$ cat src/rtl/logic_unit_pipe.sv
`default_nettype none
// ============================================================================
//  Module      : logic_unit_pipe
//  Description : Registered bitwise logic unit. Computes one of eight bitwise
//                operations on two WIDTH-bit operands, derives zero / parity /
//                all-ones flags, and queues {result, flags} in a DEPTH-entry
//                output FIFO with valid/ready handshakes on both sides.
//                Optional macro LOGIC_UNIT_POPCOUNT_EN adds a per-entry
//                population count output (out_popcount).
//  Revision    : 1.0 - initial release
// ============================================================================
module logic_unit_pipe #(
    parameter int WIDTH = 8,
    parameter int DEPTH = 2
) (
    input  logic                     clk,
    input  logic                     rst_n,
    input  logic                     in_valid,
    output logic                     in_ready,
    input  logic [WIDTH-1:0]         in_a,
    input  logic [WIDTH-1:0]         in_b,
    input  logic [2:0]               in_op,
    output logic                     out_valid,
    input  logic                     out_ready,
    output logic [WIDTH-1:0]         out_result,
    output logic                     out_zero,
    output logic                     out_parity,
    output logic                     out_all_ones,
`ifdef LOGIC_UNIT_POPCOUNT_EN
    output logic [$clog2(WIDTH+1)-1:0] out_popcount,
`endif
    output logic [$clog2(DEPTH):0]   out_count
);

    localparam int PTR_W = $clog2(DEPTH);
    localparam int CNT_W = PTR_W + 1;
`ifdef LOGIC_UNIT_POPCOUNT_EN
    localparam int PC_W       = $clog2(WIDTH + 1);
    localparam int PC_FIELD_W = PC_W;
`else
    localparam int PC_FIELD_W = 0;
`endif
    // Entry layout (MSB..LSB): result, zero, parity, all_ones [, popcount]
    localparam int ENTRY_W = WIDTH + 3 + PC_FIELD_W;

    localparam logic [2:0] OP_AND  = 3'b000;
    localparam logic [2:0] OP_OR   = 3'b001;
    localparam logic [2:0] OP_XOR  = 3'b010;
    localparam logic [2:0] OP_NAND = 3'b011;
    localparam logic [2:0] OP_NOR  = 3'b100;
    localparam logic [2:0] OP_XNOR = 3'b101;
    localparam logic [2:0] OP_ANDN = 3'b110;
    localparam logic [2:0] OP_NOTA = 3'b111;

    typedef enum logic [1:0] {
        ST_EMPTY   = 2'd0,
        ST_PARTIAL = 2'd1,
        ST_FULL    = 2'd2
    } state_t;

    state_t               state_q, state_d;
    logic [PTR_W-1:0]     wr_ptr_q, wr_ptr_d;
    logic [PTR_W-1:0]     rd_ptr_q, rd_ptr_d;
    logic [CNT_W-1:0]     count_q,  count_d;
    logic [ENTRY_W-1:0]   mem_q [DEPTH];

    logic [WIDTH-1:0]     op_result;
    logic [ENTRY_W-1:0]   new_entry;
    logic [ENTRY_W-1:0]   head_entry;
    logic                 push;
    logic                 pop;
`ifdef LOGIC_UNIT_POPCOUNT_EN
    logic [PC_W-1:0]      op_popcnt;
`endif

    // Handshake status comes from the registered FSM state only
    assign in_ready  = (state_q != ST_FULL);
    assign out_valid = (state_q != ST_EMPTY);
    assign push      = in_valid & in_ready;
    assign pop       = out_valid & out_ready;

    // Bitwise operation selected by in_op
    always_comb begin
        op_result = '0;
        case (in_op)
            OP_AND:  op_result = in_a & in_b;
            OP_OR:   op_result = in_a | in_b;
            OP_XOR:  op_result = in_a ^ in_b;
            OP_NAND: op_result = ~(in_a & in_b);
            OP_NOR:  op_result = ~(in_a | in_b);
            OP_XNOR: op_result = ~(in_a ^ in_b);
            OP_ANDN: op_result = in_a & ~in_b;
            OP_NOTA: op_result = ~in_a;
            default: op_result = '0;
        endcase
    end

`ifdef LOGIC_UNIT_POPCOUNT_EN
    // Population count of the freshly computed result
    always_comb begin
        op_popcnt = '0;
        for (int i = 0; i < WIDTH; i++) begin
            op_popcnt = op_popcnt + PC_W'(op_result[i]);
        end
    end

    assign new_entry = {op_result, ~|op_result, ^op_result, &op_result, op_popcnt};
`else
    assign new_entry = {op_result, ~|op_result, ^op_result, &op_result};
`endif

    // Pointer and occupancy next-state; full-cycle pushes are already
    // blocked by in_ready, so a pop at full never admits a new entry
    always_comb begin
        wr_ptr_d = wr_ptr_q;
        rd_ptr_d = rd_ptr_q;
        count_d  = count_q;
        if (push) begin
            wr_ptr_d = wr_ptr_q + PTR_W'(1);
        end
        if (pop) begin
            rd_ptr_d = rd_ptr_q + PTR_W'(1);
        end
        if (push && !pop) begin
            count_d = count_q + CNT_W'(1);
        end else if (pop && !push) begin
            count_d = count_q - CNT_W'(1);
        end
    end

    // Control FSM next-state, tracking occupancy class
    always_comb begin
        state_d = state_q;
        case (state_q)
            ST_EMPTY: begin
                if (push) begin
                    state_d = ST_PARTIAL;
                end
            end
            ST_PARTIAL: begin
                if (count_d == CNT_W'(DEPTH)) begin
                    state_d = ST_FULL;
                end else if (count_d == '0) begin
                    state_d = ST_EMPTY;
                end
            end
            ST_FULL: begin
                if (pop) begin
                    state_d = ST_PARTIAL;
                end
            end
            default: state_d = ST_EMPTY;
        endcase
    end

    // State, pointer and count registers with synchronous active-low reset
    always_ff @(posedge clk) begin
        if (!rst_n) begin
            state_q  <= ST_EMPTY;
            wr_ptr_q <= '0;
            rd_ptr_q <= '0;
            count_q  <= '0;
        end else begin
            state_q  <= state_d;
            wr_ptr_q <= wr_ptr_d;
            rd_ptr_q <= rd_ptr_d;
            count_q  <= count_d;
        end
    end

    // Entry storage; only accepted transactions are written, so idle-cycle
    // operand values never reach state
    always_ff @(posedge clk) begin
        if (rst_n && push) begin
            mem_q[wr_ptr_q] <= new_entry;
        end
    end

    // Head fields are forced to zero whenever the FIFO is empty
    assign head_entry   = out_valid ? mem_q[rd_ptr_q] : '0;
    assign out_result   = head_entry[ENTRY_W-1 -: WIDTH];
    assign out_zero     = head_entry[PC_FIELD_W + 2];
    assign out_parity   = head_entry[PC_FIELD_W + 1];
    assign out_all_ones = head_entry[PC_FIELD_W];
    assign out_count    = count_q;
`ifdef LOGIC_UNIT_POPCOUNT_EN
    assign out_popcount = head_entry[PC_W-1:0];
`endif

endmodule
`default_nettype wire
$ cat config.mk
export PLATFORM = sky130hd
export DESIGN_NAME = logic_unit_pipe
export DESIGN_NICKNAME = d
export VERILOG_FILES = /design/src/rtl/logic_unit_pipe.sv
export SDC_FILE = /design/constraint.sdc
export NUM_CORES = 1
export LEC_CHECK = 0
export ABC_CLOCK_PERIOD_IN_PS = 2100
export BUFFER_PORTS_ARGS = -buffer_cell sky130_fd_sc_hd__clkbuf_2
export CAP_MARGIN = 20
export CORE_UTILIZATION = 50
export CTS_CLUSTER_DIAMETER = 60
export DETAILED_ROUTE_END_ITERATION = 10
export GPL_TIMING_DRIVEN = 0
export PLACE_DENSITY_LB_ADDON = 0.08
export RECOVER_POWER = 25
export SLEW_MARGIN = 10
export SYNTH_ARGS = -nofsm -noshare
export SYNTH_HDL_FRONTEND = slang
export SYNTH_SLANG_ARGS = --single-unit
$ cat constraint.sdc
create_clock -name clk -period 2.1 [get_ports clk]
set_input_delay 0.21 -clock clk [delete_from_list [all_inputs] [get_ports clk]]
set_output_delay 0.21 -clock clk [all_outputs]
set_load 0.05 [all_outputs]
==> results.txt <==
In this run the most critical hold path is launched from rst_n. The minimum period implied by the final worst setup slack came out at 1.98 ns. The final instance count without filler cells is 382. The worst setup path is launched from an input pin. The number of distinct library cells after synthesis came out at 57. The initial antenna violation count is 0.

The source-to-sink clock delay at the later pin of the worst-skew pair is 0.27 ns. The final count of negative-setup-slack endpoints came out at 0. During I/O placement, the number of pins put on the boundary was 38.

The TritonCTS sink count came out at 29. By count the netlist is led by ha_1, nor2_1, inv_1. The flow ran to the end, and the final reports show no timing, DRC or antenna violations. The final number of max-transition violations was 0. For the pin with the worst max-slew slack, the measured transition is 0.915 ns.

The number of nets in the layout came out at 369. In this run the vertical extent of the chip is 73.7 µm. The normalized max-slew margin is 0.387. The final worst setup slack came out at 0.116 ns.

Yosys printed 0 warnings. The summed negative setup slack over all endpoints is 0 ns. Buffers added to address setup during post-CTS repair amount to 0. The area taken by flip-flops and latches came out at 801 µm². The via count of the first global-routing pass is 1802. The finished cells cover 2950 µm².

The synthesized flop and latch total came out at 29. The top flip-flop cell by instance count after synthesis is edfxtp_1. The cell row count is 25.

OpenSTA, run right after detailed placement, puts the worst setup slack at -0.294 ns. IR analysis of the VDD net gives a maximum drop of 0.316 mV. The synthesized netlist cell count is 271. The overflow left after global routing came out at 0. The total of fill cells in the finished design came out at 467.

The worst setup skew after layout came out at 0.00245 ns. Relative to the synthesized area, the layout overhead comes to 15.0%. The critical path data arrival time is 2.06 ns. The leakage power figure is 1.31 nW. In this run the worst setup path begins at in_a[4].

The dominant cell by count in the synthesized netlist is ha_1. In this run the critical register-to-register path is launched from state_q[0]. The routed wire length is 4.91 mm. Of all cell types, the one taking the most synthesized area is edfxtp_1. The power per cell area came out at 590 nW/µm². The area of combinational cells with multiple inputs is 1600 µm². The maximum fanout count along the critical path came out at 4. The post-synthesis sequential area ratio came out at 0.312. The clock slew seen by the registers of the worst setup and hold paths came out at 0.06 ns.

The quantity of I/O buffers inserted on ports is 36. The placed instance count came out at 374. The number of buffers created by CTS is 5. The first-pass GRT wire length came out at 8.07 mm.

The routed via count divided by cell count is 5.31. The proportion of register bits with asynchronous set or reset after synthesis came out at 0. Yosys attributes the largest share of cell area to edfxtp_1, ha_1, mux2i_1. The post-route clock period utilization is 0.945. For this configuration, the core starts out at a cell density of 0.533. The post-layout total power is 0.00174 W. The placer's final routability congestion estimate is 0.803. The number of H-tree levels came out at 2. TritonCTS built the clock tree.

The maximum number of buffers from clock root to sink came out at 2. The number of antenna diodes in the final layout is 0. The worst setup path is captured at a register.

For this run, the total global-route usage over all layers was measured as 0.194. The mean cell area of the mapped netlist is 9.47 µm². The share of cells above drive strength 1 came out at 0.225. Setup repair after global routing left no endpoint under its margin. The post-route antenna net violation count came out at 0.

The tightest min-delay check is of the input pin to register type. The master cell of the clock root buffer is clkbuf_8. For this run, design rule violations remaining after detail routing come to 0.

Static timing analysis puts the maximum clock frequency at 504 MHz. The synthesized netlist net count is 326. The synthesized netlist occupies a cell area of 2570 µm². The hold violation count in the final report is 0. The die is 73.7 µm wide.

Dividing the detail-routed wire length by the instance count gives 12.9 µm. In this run, post-CTS hold repair placed 0 buffers. The critical path in this run is classified as input pin to register. The number of detailed-route iterations in the first pass is 4. The number of violations reported at the end of detailed-routing iteration 0 is 124.

The core footprint is 4820 µm². The critical path data required time came out at 2.18 ns. The area share of the largest cell type after synthesis came out at 0.257. The tool flagged a number of max-cap violations equal to 0. Across all layers, the routed design uses 2030 vias. Summed over all nets, the half-perimeter wirelength after detailed placement is 3.77 mm. The number of flops mapped to enable cells by yosys is 22. The instance area after placement is 2830 µm². The largest net degree at the start of global routing is 12. The floorplan step defined a die boundary enclosing 5430 µm².
## stage by stage
| stage | hold WS, ns | util |
|---|---|---|
| after floorplan | 0.328 | - |
| after global placement | 0.498 | 0.588 |
| after detailed placement | 0.508 | 0.588 |
| after CTS | 0.264 | 0.606 |
| after global routing | 0.268 | 0.613 |
| final | 0.255 | 0.613 |
## routing by layer
layer,global-route usage,part of all wire,vias up
met4,0.0641,0.011,0
met2,0.334,0.48,46
met3,0.0343,0.029,4
li1,-,-,1049
met5,0,0,-
met1,0.245,0.48,931
## path summary, 6_finish.rpt
| path | endpoint | slack [ns] | cells past startpoint |
|---|---|---|---|
| max | mem_q[0][1] | 0.12 | 9 |
| min | state_q[1] | 0.26 | 2 |
| max reg2reg | mem_q[0][7] | 0.19 | 4 |
| min reg2reg | out_count[1] | 0.52 | 2 |
## state kept, by name, summed over array words and instances, names as in the netlist, named ones only
| register | flops |
|---|---|
| rd_ptr_q | 1 |
| state_q | 2 |
| mem_q | 22 |
| wr_ptr_q | 1 |
| out_count | 2 |
## critical path: stages
cell and delay (ns):
clkbuf_1 0.11, ha_1 0.24, or3b_1 0.37, o211ai_2 0.10
a21oi_1 0.08, o22a_1 0.21, ha_1 0.32, xor2_1 0.16
xnor2_1 0.25
## cell families (layout without fill, tap and decap cells)
kind of cell,after synthesis,after routing,synth area share
AO/OA/AOI/OAI,57,57,0.165
buffers and inverters,45,89,0.0843
multiplexers,22,22,0.0965
adder cells (fa/ha/maj),32,32,0.156
AND/OR/NAND/NOR,79,79,0.163
flip-flops,29,29,0.312
XOR/XNOR,7,7,0.0239
## power by group
group          switching (W)  internal (W)  total [W]  leakage, nW
combinational       0.000392      0.000242   0.000634         1.01
clock               0.000187      0.000222   0.000409       0.0430
sequential         0.0000166      0.000682   0.000698        0.257
## layout by cell type (no fill, tap or decap), drive strengths merged, types with 3 or more instances in the layout
cell,Yosys,layout
clkinv,0,3
nor2b,7,7
a21oi,9,9
xnor2,5,5
dfxtp,7,7
o211ai,5,5
nand2b,9,9
o221ai,3,3
edfxtp,22,22
nand2,12,12
buf,18,17
and2,5,5
nor3,3,3
o21ai,12,12
o22ai,4,4
nor2,27,27
clkbuf,1,43
a211oi,4,4
mux2i,18,18
ha,32,32
inv,26,26
## layout make-up
| cell class | instances | share of cell area |
|---|---|---|
| Inverter | 26 | 0.0331 |
| Clock buffer | 5 | 0.0233 |
| Clock inverter | 3 | 0.00424 |
| Tap cell | 67 | 0.0284 |
| Sequential cell | 29 | 0.271 |
| Buffer | 19 | 0.0398 |
| Timing Repair Buffer | 36 | 0.0593 |
| Multi-Input combinational cell | 197 | 0.541 |
## what timing repair did
item | CTS | global route
endpoints found under the hold margin | 0 | 0
endpoints found under the setup margin | 2 | 2
pin swaps | 0 | 4
resized for setup | 1 | 6
(Power assumes the default switching activity.)
